**config.mk**
```make
export PLATFORM = sky130hd
export DESIGN_NAME = sr595_arbiter
export DESIGN_NICKNAME = d
export VERILOG_FILES = /design/src/rtl/sr595_arbiter.sv
export SDC_FILE = /design/constraint.sdc
export NUM_CORES = 1
export LEC_CHECK = 0
export BUFFER_PORTS_ARGS = -buffer_cell sky130_fd_sc_hd__buf_2
export CAP_MARGIN = 15
export CORE_MARGIN = 2
export CORE_UTILIZATION = 50
export DETAILED_ROUTE_END_ITERATION = 8
export PLACE_DENSITY = 0.81
export SLEW_MARGIN = 20
export SYNTH_ARGS = -nofsm -noshare
export SYNTH_HDL_FRONTEND = slang
export SYNTH_SLANG_ARGS = --single-unit
```
**constraint.sdc**
```tcl
create_clock -name i_clk -period 1.8 [get_ports i_clk]
set_input_delay 0.18 -clock i_clk [delete_from_list [all_inputs] [get_ports i_clk]]
set_output_delay 0.18 -clock i_clk [all_outputs]
set_load 0.02 [all_outputs]
```
**src/rtl/sr595_arbiter.sv**
```systemverilog
// Round-robin arbiter sharing one 74hc595 shift-register driver among NREQ requesters.
// Optional WAIT-state abort is enabled by defining SR595_ARB_TIMEOUT_EN.
module sr595_arbiter #(
    parameter int unsigned NREQ        = 4,
    parameter int unsigned INIT_WAIT   = 64,
    parameter int unsigned TIMEOUT_CYC = 63
) (
    input  logic              i_clk,
    input  logic              i_Rst_n,
    input  logic [NREQ-1:0]   i_Req,
    input  logic [8*NREQ-1:0] i_Data,
    output logic [NREQ-1:0]   o_Grant,
    output logic [NREQ-1:0]   o_Ack,
    output logic              o_Busy,
    output logic              o_Timeout,
    output logic              o_SR_Enable,
    output logic [7:0]        o_SR_Data,
    input  logic              i_SR_Ready
);

    localparam int unsigned PtrW   = (NREQ > 1) ? $clog2(NREQ) : 1;
    localparam int unsigned CntMax = (INIT_WAIT > TIMEOUT_CYC) ? INIT_WAIT : TIMEOUT_CYC;
    localparam int unsigned CntW   = $clog2(CntMax + 1);

    typedef enum logic [2:0] {
        StInit,
        StIdle,
        StStart,
        StGuard,
        StWait,
        StDone
    } state_e;

    state_e            state_q, state_d;
    logic [CntW-1:0]   cnt_q, cnt_d;
    logic [PtrW-1:0]   ptr_q, ptr_d;
    logic [PtrW-1:0]   idx_q, idx_d;
    logic [NREQ-1:0]   grant_q, grant_d;
    logic [NREQ-1:0]   ack_q, ack_d;
    logic              busy_q, busy_d;
    logic              en_q, en_d;
    logic [7:0]        data_q, data_d;
    logic              found;
    logic [PtrW-1:0]   win;
    logic [PtrW-1:0]   cand;

    // Search begins one past the last served index.
    always_comb begin
        found = 1'b0;
        win   = ptr_q;
        cand  = ptr_q;
        for (int i = 1; i <= int'(NREQ); i++) begin
            cand = PtrW'((int'(ptr_q) + i) % int'(NREQ));
            if (!found && i_Req[cand]) begin
                found = 1'b1;
                win   = cand;
            end
        end
    end

`ifdef SR595_ARB_TIMEOUT_EN
    logic timeout_q, timeout_d;
`endif

    always_comb begin
        state_d = state_q;
        cnt_d   = cnt_q;
        ptr_d   = ptr_q;
        idx_d   = idx_q;
        grant_d = grant_q;
        ack_d   = '0;
        en_d    = 1'b0;
        data_d  = data_q;
`ifdef SR595_ARB_TIMEOUT_EN
        timeout_d = 1'b0;
`endif
        unique case (state_q)
            StInit: begin
                if (cnt_q == CntW'(INIT_WAIT - 1)) begin
                    state_d = StIdle;
                    cnt_d   = '0;
                end else begin
                    cnt_d = cnt_q + 1'b1;
                end
            end
            StIdle: begin
                if (found) begin
                    grant_d      = '0;
                    grant_d[win] = 1'b1;
                    idx_d        = win;
                    data_d       = i_Data[{win, 3'b000} +: 8];
                    en_d         = 1'b1;
                    state_d      = StStart;
                end
            end
            StStart: state_d = StGuard;
            // Driver drops ready during this cycle; it is not looked at here.
            StGuard: begin
                state_d = StWait;
                cnt_d   = '0;
            end
            StWait: begin
                if (i_SR_Ready) begin
                    ack_d   = grant_q;
                    ptr_d   = idx_q;
                    state_d = StDone;
`ifdef SR595_ARB_TIMEOUT_EN
                end else if (cnt_q == CntW'(TIMEOUT_CYC - 1)) begin
                    timeout_d = 1'b1;
                    grant_d   = '0;
                    ptr_d     = idx_q;
                    cnt_d     = '0;
                    state_d   = StInit;
                end else begin
                    cnt_d = cnt_q + 1'b1;
`endif
                end
            end
            StDone: begin
                grant_d = '0;
                state_d = StIdle;
            end
            default: state_d = StInit;
        endcase
        busy_d = (state_d != StIdle);
    end

    always_ff @(posedge i_clk or negedge i_Rst_n) begin
        if (!i_Rst_n) begin
            state_q <= StInit;
            cnt_q   <= '0;
            // Points at the last index so index 0 wins the first search.
            ptr_q   <= PtrW'(NREQ - 1);
            idx_q   <= '0;
            grant_q <= '0;
            ack_q   <= '0;
            busy_q  <= 1'b0;
            en_q    <= 1'b0;
            data_q  <= '0;
        end else begin
            state_q <= state_d;
            cnt_q   <= cnt_d;
            ptr_q   <= ptr_d;
            idx_q   <= idx_d;
            grant_q <= grant_d;
            ack_q   <= ack_d;
            busy_q  <= busy_d;
            en_q    <= en_d;
            data_q  <= data_d;
        end
    end

`ifdef SR595_ARB_TIMEOUT_EN
    always_ff @(posedge i_clk or negedge i_Rst_n) begin
        if (!i_Rst_n) begin
            timeout_q <= 1'b0;
        end else begin
            timeout_q <= timeout_d;
        end
    end
    assign o_Timeout = timeout_q;
`else
    assign o_Timeout = 1'b0;
`endif

    assign o_Grant     = grant_q;
    assign o_Ack       = ack_q;
    assign o_Busy      = busy_q;
    assign o_SR_Enable = en_q;
    assign o_SR_Data   = data_q;

endmodule

```
==> qor.yml <==
antenna_found_initial: 0
final_cell_area_um2: 2230
setup_tns_ns: 0
reg2reg_to: "o_SR_Data[6]"
grt_pass1_vias: 1387
ff_latch_area_um2: 803
startpoint: "ptr_q[1]"
cts.path.max_buffers: 2
synth.top_cell.area_share: 0.434
reg2reg_from: "ptr_q[1]"
drtIter0Drc: 140
drv_slew: 0
tightestPinTransition_ns: 0.684
io_buffers: 56
crit_arrival_ns: 1.93
final_nets: 290
syn_area_per_cell_um2: 9.87
cts_tree: "done"
final-hold-violation-count: 0
initial_core_util: 0.518
rows: 21
powerDensity_nw_per_um2: 1540
finalCritPeriodShare: 0.962
gr-total-overflow: 0
clk-insertion-delay-late_ns: 0.33
rsz0062_at_grt: "yes"
relSlewSlack: 0.544
p_leak_nw: 1.14
htreeDepth: 2
syn_nets: 215
status: "complete, no violations"
setup_viol: 0
cp_max_fo: 8
min_path_type: "in2reg"
ys.flop_type: "dfrtp_1"
firstDrtPassIters: 4
clockRootBuffer: "clkbuf_4"
maxCapViolCount: 0
critPathCapture: "o_SR_Data[6]"
diodes: 0
core_um2: 3340
synthDistinctLibCells: 43
totalWireLength_um: 4150
area_delta_synth_final_pct: 29.1
cp-end-kind: "flop"
required_ns: 2.00
synth_enable_flop_cells: 0
wl_per_cell_um: 14.0
final_common_cell: "buf_2"
fp.dieH_um: 62.8
clock_sinks: 32
post-route-util: 0.669
dp_hpwl_um: 2730
synth.area.top_cells: "dfrtp_1 (43%), mux2i_1 (9.3%), nand2_1 (4.8%)"
drive_gt1_frac: 0.382
die_area_um2: 3940
yosys.area.top_type: "dfrtp_1"
rrSetupSlack_ns: 0.07
worstSetupStartpointType: "flop"
drc: 0
yosysSeqAreaShare: 0.465
async_flop_share: 1.00
grt_max_degree: 33
dpl_cell_area_um2: 2050
vias_per_cell: 5.45
ir_drop_v: 0.000673
dr_total_vias: 1618
die_w_um: 62.8
synth.cell_area_um2: 1730
final_cell_mix: "buf_2 (56), dfrtp_1 (30), nand2_1 (22)"
ant_nets: 0
clock_skew_ns: 0.00885
routabilityCongestion: 0.855
yosysWarnings: 0
crit_type: "reg2reg"
hold_slack_ns: 0.171
multiInputGateArea_um2: 853
synthCells: 175
final.min_clock_period_ns: 1.73
min-delay-start: "i_Data[9]"
max_clock_freq_mhz: 577
ys_seq_elements: 32
grt_usage: 0.199
ios: 58
fillers: 268
grt_pass1_wl_um: 6200
clkTransAtPathRegs_ns: 0.10
r2r_cells: 6
numCtsBuffers: 5
[cell type report]
| type | instances | share of cell area |
|---|---|---|
| Clock buffer | 6 | 0.0230 |
| Clock inverter | 2 | 0.00449 |
| Inverter | 6 | 0.0101 |
| Multi-Input combinational cell | 129 | 0.383 |
| Sequential cell | 32 | 0.360 |
| Tap cell | 46 | 0.0258 |
| Timing Repair Buffer | 76 | 0.194 |
[logic make-up after synthesis]
| family | share of synthesized area |
|---|---|
| compound gates | 0.205 |
| fa+ha+maj | 0.00724 |
| buf+inv | 0.0550 |
| flops | 0.465 |
| mux | 0.0992 |
| other cells | 0.00217 |
| simple gates | 0.167 |
[per-stage QoR]
stage | std cells | setup slack [ns] | power (W)
5_1_grt | 297 | -0.0491 | 0.00371
2_1_floorplan | 175 | 0.155 | 0.00238
4_1_cts | 285 | 0.0201 | 0.00321
3_5_place_dp | 276 | 0.0345 | 0.00277
3_3_place_gp | 276 | 0.0980 | 0.00274
6_report | 297 | 0.0681 | 0.00343
[layer usage]
layer  GRT usage  part of all wire
met4      0.0667             0.010
met3      0.0541             0.039
met2       0.329              0.51
met1       0.253              0.44
met5           0                 0
[Yosys cell counts (2+ instances only)]
| master | n |
|---|---|
| dfrtp_1 | 30 |
| nand2_1 | 22 |
| mux2i_1 | 16 |
| o21ai_0 | 13 |
| a21oi_1 | 12 |
| o221ai_1 | 8 |
| nor2_1 | 6 |
| a32oi_1 | 5 |
| o21ai_1 | 5 |
| and2_1 | 4 |
| clkbuf_1 | 4 |
| inv_1 | 4 |
| nand2_2 | 3 |
| nand2b_1 | 3 |
| nor3_1 | 3 |
| a22oi_1 | 2 |
| and3_1 | 2 |
| buf_12 | 2 |
| buf_2 | 2 |
| dfstp_2 | 2 |
| inv_2 | 2 |
| nor4b_1 | 2 |
| o21a_1 | 2 |
| or3_1 | 2 |
[worst min-delay path by stage]
stage                         to  cells after the start
detailed placement      o_Ack[1]                      1
floorplan               cnt_q[0]                      0
CTS                 o_SR_Data[1]                      3
global placement        o_Ack[0]                      1
finish              o_SR_Data[1]                      3
global route        o_SR_Data[5]                      3
[worst max-delay path, cell delays in order (launching register included)]
cell      delay [ns]
dfstp_2         0.61
nand2_2         0.09
a31oi_4         0.22
and2_4          0.22
buf_4           0.14
mux2i_1         0.19
o221ai_1        0.13
[registers in the layout, indices dropped and copies added (netlist names)]
| name | flops |
|---|---|
| o_Grant | 4 |
| idx_q | 2 |
| state_q | 3 |
| o_SR_Data | 8 |
| o_Ack | 4 |
| o_SR_Enable | 1 |
| cnt_q | 7 |
| ptr_q | 2 |
| o_Busy | 1 |
[power by group]
group | internal, W | switching (W)
registers | 0.000995 | 0.000227
clock network | 0.000186 | 0.000245
logic | 0.000794 | 0.000987
total | 0.00198 | 0.00146
[what timing repair did]
action                     CTS  global route
resized for setup            0             3
hold buffers                 1             0
setup buffers                0            11
hold endpoints to repair    30             0
setup endpoints to repair    0             9
Note: power is estimated with default switching activity, not from simulation.
